--- config.mk ---
export PLATFORM = sky130hd
export DESIGN_NAME = parity_stream
export DESIGN_NICKNAME = d
export VERILOG_FILES = /design/src/rtl/parity_stream.sv
export SDC_FILE = /design/constraint.sdc
export NUM_CORES = 1
export LEC_CHECK = 0
export ABC_AREA = 1
export BUFFER_PORTS_ARGS = -buffer_cell sky130_fd_sc_hd__buf_4
export CAP_MARGIN = 30
export CORE_UTILIZATION = 30
export DETAILED_ROUTE_END_ITERATION = 6
export PLACE_DENSITY = 0.61
export REMOVE_ABC_BUFFERS = 1
export SLEW_MARGIN = 15
export SYNTH_ARGS = -nofsm -noshare
export SYNTH_HDL_FRONTEND = slang
export SYNTH_SLANG_ARGS = --single-unit
--- constraint.sdc ---
create_clock -name clk -period 3.6 [get_ports clk]
set_clock_uncertainty 0.15 [all_clocks]
set_input_delay 0 -clock clk [delete_from_list [all_inputs] [get_ports clk]]
set_output_delay 0 -clock clk [all_outputs]
set_load 0.1 [all_outputs]
--- src/rtl/parity_stream.sv ---
`default_nettype none
// ============================================================================
// parity_stream : frame parity generator/checker with saturating beat count.
// Optional macro PARITY_STREAM_ERR_CNT_EN adds a 16-bit err_cnt output.
// Revision      : 1.0
// ============================================================================
module parity_stream #(
  parameter int WIDTH = 8,
  parameter int CNT_W = 8,
  parameter int ODD   = 1
) (
  input  logic             clk,
  input  logic             rst_n,
  input  logic             in_valid,
  input  logic [WIDTH-1:0] in_data,
  input  logic             in_last,
  input  logic             in_abort,
  input  logic             chk_en,
  input  logic             chk_bit,
  output logic             par_valid,
  output logic             par_out,
  output logic             par_err,
  output logic [CNT_W-1:0] frame_len,
`ifdef PARITY_STREAM_ERR_CNT_EN
  output logic [15:0]      err_cnt,
`endif
  output logic             busy
);

  typedef enum logic [0:0] {
    IDLE  = 1'b0,
    ACCUM = 1'b1
  } state_t;

  localparam logic             c_odd     = (ODD != 0);
  localparam logic [CNT_W-1:0] c_cnt_max = '1;

  state_t           state_q, state_d;
  logic             acc_q, acc_d;
  logic [CNT_W-1:0] cnt_q, cnt_d;
  logic             par_valid_q, par_valid_d;
  logic             par_out_q, par_out_d;
  logic             par_err_q, par_err_d;
  logic [CNT_W-1:0] frame_len_q, frame_len_d;

  logic             beat_par;
  logic             acc_next;
  logic [CNT_W-1:0] cnt_next;

  always_comb begin
    beat_par = ^in_data;
    // The first beat of a frame starts fresh instead of folding into stale acc.
    if (state_q == IDLE) begin
      acc_next = beat_par;
      cnt_next = CNT_W'(1);
    end else begin
      acc_next = acc_q ^ beat_par;
      cnt_next = (cnt_q == c_cnt_max) ? cnt_q : cnt_q + CNT_W'(1);
    end

    state_d     = state_q;
    acc_d       = acc_q;
    cnt_d       = cnt_q;
    par_valid_d = 1'b0;
    par_err_d   = 1'b0;
    par_out_d   = par_out_q;
    frame_len_d = frame_len_q;

    if (in_abort) begin
      state_d = IDLE;
      acc_d   = 1'b0;
      cnt_d   = '0;
    end else if (in_valid) begin
      if (in_last) begin
        state_d     = IDLE;
        acc_d       = 1'b0;
        cnt_d       = '0;
        par_valid_d = 1'b1;
        par_out_d   = acc_next ^ c_odd;
        par_err_d   = chk_en & (chk_bit != (acc_next ^ c_odd));
        frame_len_d = cnt_next;
      end else begin
        state_d = ACCUM;
        acc_d   = acc_next;
        cnt_d   = cnt_next;
      end
    end
  end

  always_ff @(posedge clk) begin
    if (!rst_n) begin
      state_q     <= IDLE;
      acc_q       <= 1'b0;
      cnt_q       <= '0;
      par_valid_q <= 1'b0;
      par_out_q   <= 1'b0;
      par_err_q   <= 1'b0;
      frame_len_q <= '0;
    end else begin
      state_q     <= state_d;
      acc_q       <= acc_d;
      cnt_q       <= cnt_d;
      par_valid_q <= par_valid_d;
      par_out_q   <= par_out_d;
      par_err_q   <= par_err_d;
      frame_len_q <= frame_len_d;
    end
  end

  assign par_valid = par_valid_q;
  assign par_out   = par_out_q;
  assign par_err   = par_err_q;
  assign frame_len = frame_len_q;
  assign busy      = (state_q == ACCUM);

`ifdef PARITY_STREAM_ERR_CNT_EN
  logic [15:0] err_cnt_q, err_cnt_d;

  // Counts alongside the strobe so err_cnt already reflects the reported error.
  always_comb begin
    err_cnt_d = err_cnt_q;
    if (par_valid_d && par_err_d && (err_cnt_q != 16'hFFFF)) begin
      err_cnt_d = err_cnt_q + 16'd1;
    end
  end

  always_ff @(posedge clk) begin
    if (!rst_n) begin
      err_cnt_q <= 16'd0;
    end else begin
      err_cnt_q <= err_cnt_d;
    end
  end

  assign err_cnt = err_cnt_q;
`endif

endmodule
`default_nettype wire

Word level (Yosys, flattened, before mapping)
Cells that the tools add are included.
Word-level totals
  bits in registers: 21
  latch bits: 0
  RAM bits: 0
  ROM bits: 0
  input port bits: 15
  output and inout bits: 12
  logic and storage cells: 29
  memories kept: 0
Operators by class
  add/subtract/negate cells: 1
  $mul: 0
  divide/modulo/power cells: 0
  magnitude comparators: 0
  equal/unequal tests: 2
  shift operators: 0
  muxes and demuxes: 7
  bitwise logic cells: 7
  reductions and logical operators: 5
Operators with widths (count)
  8-bit 2-to-1 mux: 3
  8-bit by 1-bit adder with 8-bit output (second input constant): 1
  8-bit == test (second input constant): 1
  8-bit parity: 1
  1-bit inverter: 5
  1-bit 2-to-1 mux: 4
  4-bit OR reduction: 1
  3-bit AND reduction: 1
  3-bit OR reduction: 1
  2-bit OR reduction: 1
  1-bit AND: 1
  1-bit inequality test: 1
  1-bit XOR: 1

Logic depth before layout (Yosys ltp)
  word-level depth: 6
  depth in mapped cells: 12
  depth with buffers taken out: 12

Least setup slack after synthesis
No wires, ideal clock.
  path type: reg-to-reg
  start point: register state_q, in the netlist busy
  end point: register par_err_q, in the netlist par_err
  setup time: 0.110 ns
  arrival: 1.749 ns
  required time: 3.340 ns
  path slack: 1.591 ns
  stages on the path, launching flop included: 11
  path buffers: 1
  clock period less this slack: 2.009 ns
  path through: dfxtp_1 > buf_6 > nand2_1 > inv_1 > nand3_1 > nand3_1 > nand3_1 > nand2_1 > nand2_1 > nand2_1 > nor2_1
Between the ends
  cells in the longest elaborated chain, start to end: 4
RTL lines
  start, declared: line 38  | state_t state_q, state_d;
  start signal, assigned: line 100  | state_q <= state_d;
  1-bit 2-to-1 mux: line 53  | if (state_q == IDLE) begin
  1-bit inverter (no line)
  1-bit inequality test: line 80  | par_err_d = chk_en & (chk_bit != (acc_next ^ c_odd));
  1-bit AND: line 80
  end signal, assigned: line 105  | par_err_q <= par_err_d;
  end, declared: line 43  | logic par_err_q, par_err_d;
Every way passes these cells.
A chain may end at the register's enable or synchronous reset.

Worst setup path after layout
  start point: input port in_last
  end point: register par_err_q, in the netlist par_err
Between the ends
  cells in the longest elaborated chain, start to end: 2
RTL lines
  start, declared: line 16  | input logic in_last,
  1-bit inverter (no line)
  4-bit OR reduction (no line)
Every way passes these cells.

==> metrics <==
minimum clock period roughly 2.6 ns; Seq/Total Area, Yosys 36.6%; starting density of the core a little under a third; worst reg2reg path depth 12; max-slew violations 0; Layout Nets 227; Syn Area/Cell roughly 6.5 um^2; Fillers a little over 400; share of cells above drive strength 1 18.6%; largest family of logic cells by synthesized area simple AND/OR/NAND/NOR gates; IO Port Bufs 26; P&R area growth vs syn 30.8%; Die W 63.9 um; worst-case clock buffer depth 2; Min Hold Slack about 0.16 ns; wire length per cell between 9 and 10 um; Worst R2R Start busy; CP Max Fanout 2; post-synthesis xor/xnor area fraction under 10%; number of global-route vias before repair 1085; pin count of the biggest net entering global routing 18; synth top area cells dfxtp_1 37%, nand2_1 19%, nand3_1 8.7%; CTS buffer count 3; status finished clean; multi-input logic area a little over 600 um^2; remaining global-route overflow 0; final core occ between 40% and 50%; die area 4080 um^2; clock sink total 21; ys flop type dfxtp_1; Hold EP acc_q; critical path type input pin to flop; Peak VDD IR 0.000123 V; CTS Root Cell clkbuf_8; Placed Area 1370 um^2; Cell variety after synth 21; initial antenna violation count 0; Tightest Pin Transition 0.531 ns; CP Launch Type input pin; setup bufs post-CTS 0; Yosys top cell by area dfxtp_1; Design Power 0.507 mW; drt pass-1 iters 4; final instance area roughly 1500 um^2; H-tree depth 1; DR iter-0 viols 55; via count 1147; Setup violations, final 0; WHS Path Cells 8; Max-Cap Viols 0; Worst EP arrival approximately 2.6 ns; post-synthesis register bit count 21; Placed Cells between 200 and 250; register-to-register setup slack 1.37 ns; fmax ~390 MHz; Boundary Pins 27; mux contribution to synthesized area 0%; Cells after Synth 176; CTS tree yes; Adder-Cell Fraction of Synth Area approximately 1.1%; Tcrit/Tclk final a little under three quarters; number of enable flip-flop cells after synthesis 0; synthesized area around 1100 um^2; first-pass GRT wire length 4500 um; RSZ-0062 raised after global routing no; FF/Latch Area 420 um^2; PnR worst setup slack 1.02 ns; fin cells approximately 260; P_leak 0.716 nW; HP Class input pin to flop; reg2reg end par_err; RD Place Congestion around 0.83; Rows 22; final wirelength 2480 um; PwrDens 337 nW/um^2; ys async rst share 0%; Rel. slew slack between 60% and 70%; Simple-Gate Fraction of Synth Area a little under two fifths; Fin. Hold Viols 0; pre-CTS setup slack 1.92 ns; Inserted Diodes 0; CP Data Required Time 3.66 ns; later-pin clock latency in the skew report 0.26 ns; Synth top area share 36.6%; core area between 3000 and 4000 um^2; hold_sp in_data[5]; Crit. End Element flop; Yosys warnings 0; All-Layer GR Usage 13.7%; area fraction in compound gates after synthesis 12.0%; post-DP HPWL around 1900 um; die height 63.9 um; routed vias/inst 4.45; Worst-path clk slew 0.08 ns; setup_tns 0 ns; DRC 0; antenna-violating nets left 0
registers in the layout, summed over array words and instances, names as in the netlist:
| name | count |
|---|---|
| acc_q | 1 |
| par_err | 1 |
| par_out | 1 |
| par_valid | 1 |
| cnt_q | 8 |
| frame_len | 8 |
| busy | 1 |
area by class of cell:
class | instances | area share, %
Multi-Input combinational cell | 128 | 40.6
Clock inverter | 1 | 0.333
Clock buffer | 3 | 2.75
Tap cell | 48 | 4.00
Sequential cell | 21 | 28.0
Inverter | 22 | 5.50
Timing Repair Buffer | 35 | 18.8
kinds of logic after synthesis:
logic type | after synthesis
and+or+nand+nor | 97
AOI/OAI and AO/OA | 27
buffers and inverters | 27
DFF | 21
xor gates and xnor gates | 3
adders and majority gates | 1
critical path, stage by stage:
cell           delay [ns]
dlygate4sd3_1        0.52
buf_4                0.11
nand2_1              0.06
dlygate4sd3_1        0.57
nor2_1               0.15
nand2_1              0.06
dlygate4sd3_1        0.55
nor2_1               0.09
dlygate4sd3_1        0.54
routing by layer:
metal	GRT usage [%]	part of all wire (%)	vias up
met1	17.5	48	482
met5	0	0	-
met3	2.32	4.3	7
li1	-	-	631
met2	22.9	45	27
met4	5.11	1.9	0
report_power, final:
group | internal (mW) | switching (mW)
Combinational | 0.0342 | 0.0742
Sequential | 0.238 | 0.00463
Clock | 0.0771 | 0.0782
how the worst max path moves through the flow:
stage / start / endpoint / cells after the start
after floorplan: busy / par_err / 9
after global placement: busy / par_err / 9
after detailed placement: busy / par_err / 11
after CTS: in_last / par_err / 9
after global routing: in_last / par_err / 9
final: in_last / par_err / 9
cells in the mapped netlist, types with 2 or more instances:
master    instances
buf_6             2
nand2_1          58
nor2_1            9
clkbuf_1          2
nand3_2           3
o21ai_0           8
inv_1            21
nand4_1           2
a21oi_1          18
nand3_1          20
dfxtp_1          21
nor2_2            2
xor2_1            2
what timing repair did:
item	4_1_cts	5_1_grt
endpoints found under the hold margin	20	0
hold buffers	8	0
resized for setup	0	0
placed cells by master, fill, tap and decap left out:
cell	count
nand3_1	20
o211ai_1	1
ha_1	1
clkbuf_8	3
nand2_2	1
xor2_1	2
a21oi_1	18
dfxtp_1	21
nor2_1	9
nand3_2	3
nand4_1	2
buf_4	27
nor3_4	1
o21ai_0	8
nor2_2	2
xnor2_1	1
nor3_1	1
nand2_1	58
clkinv_2	1
dlygate4sd3_1	8
inv_2	1
inv_1	21
Power figures use the tool's default switching activity.
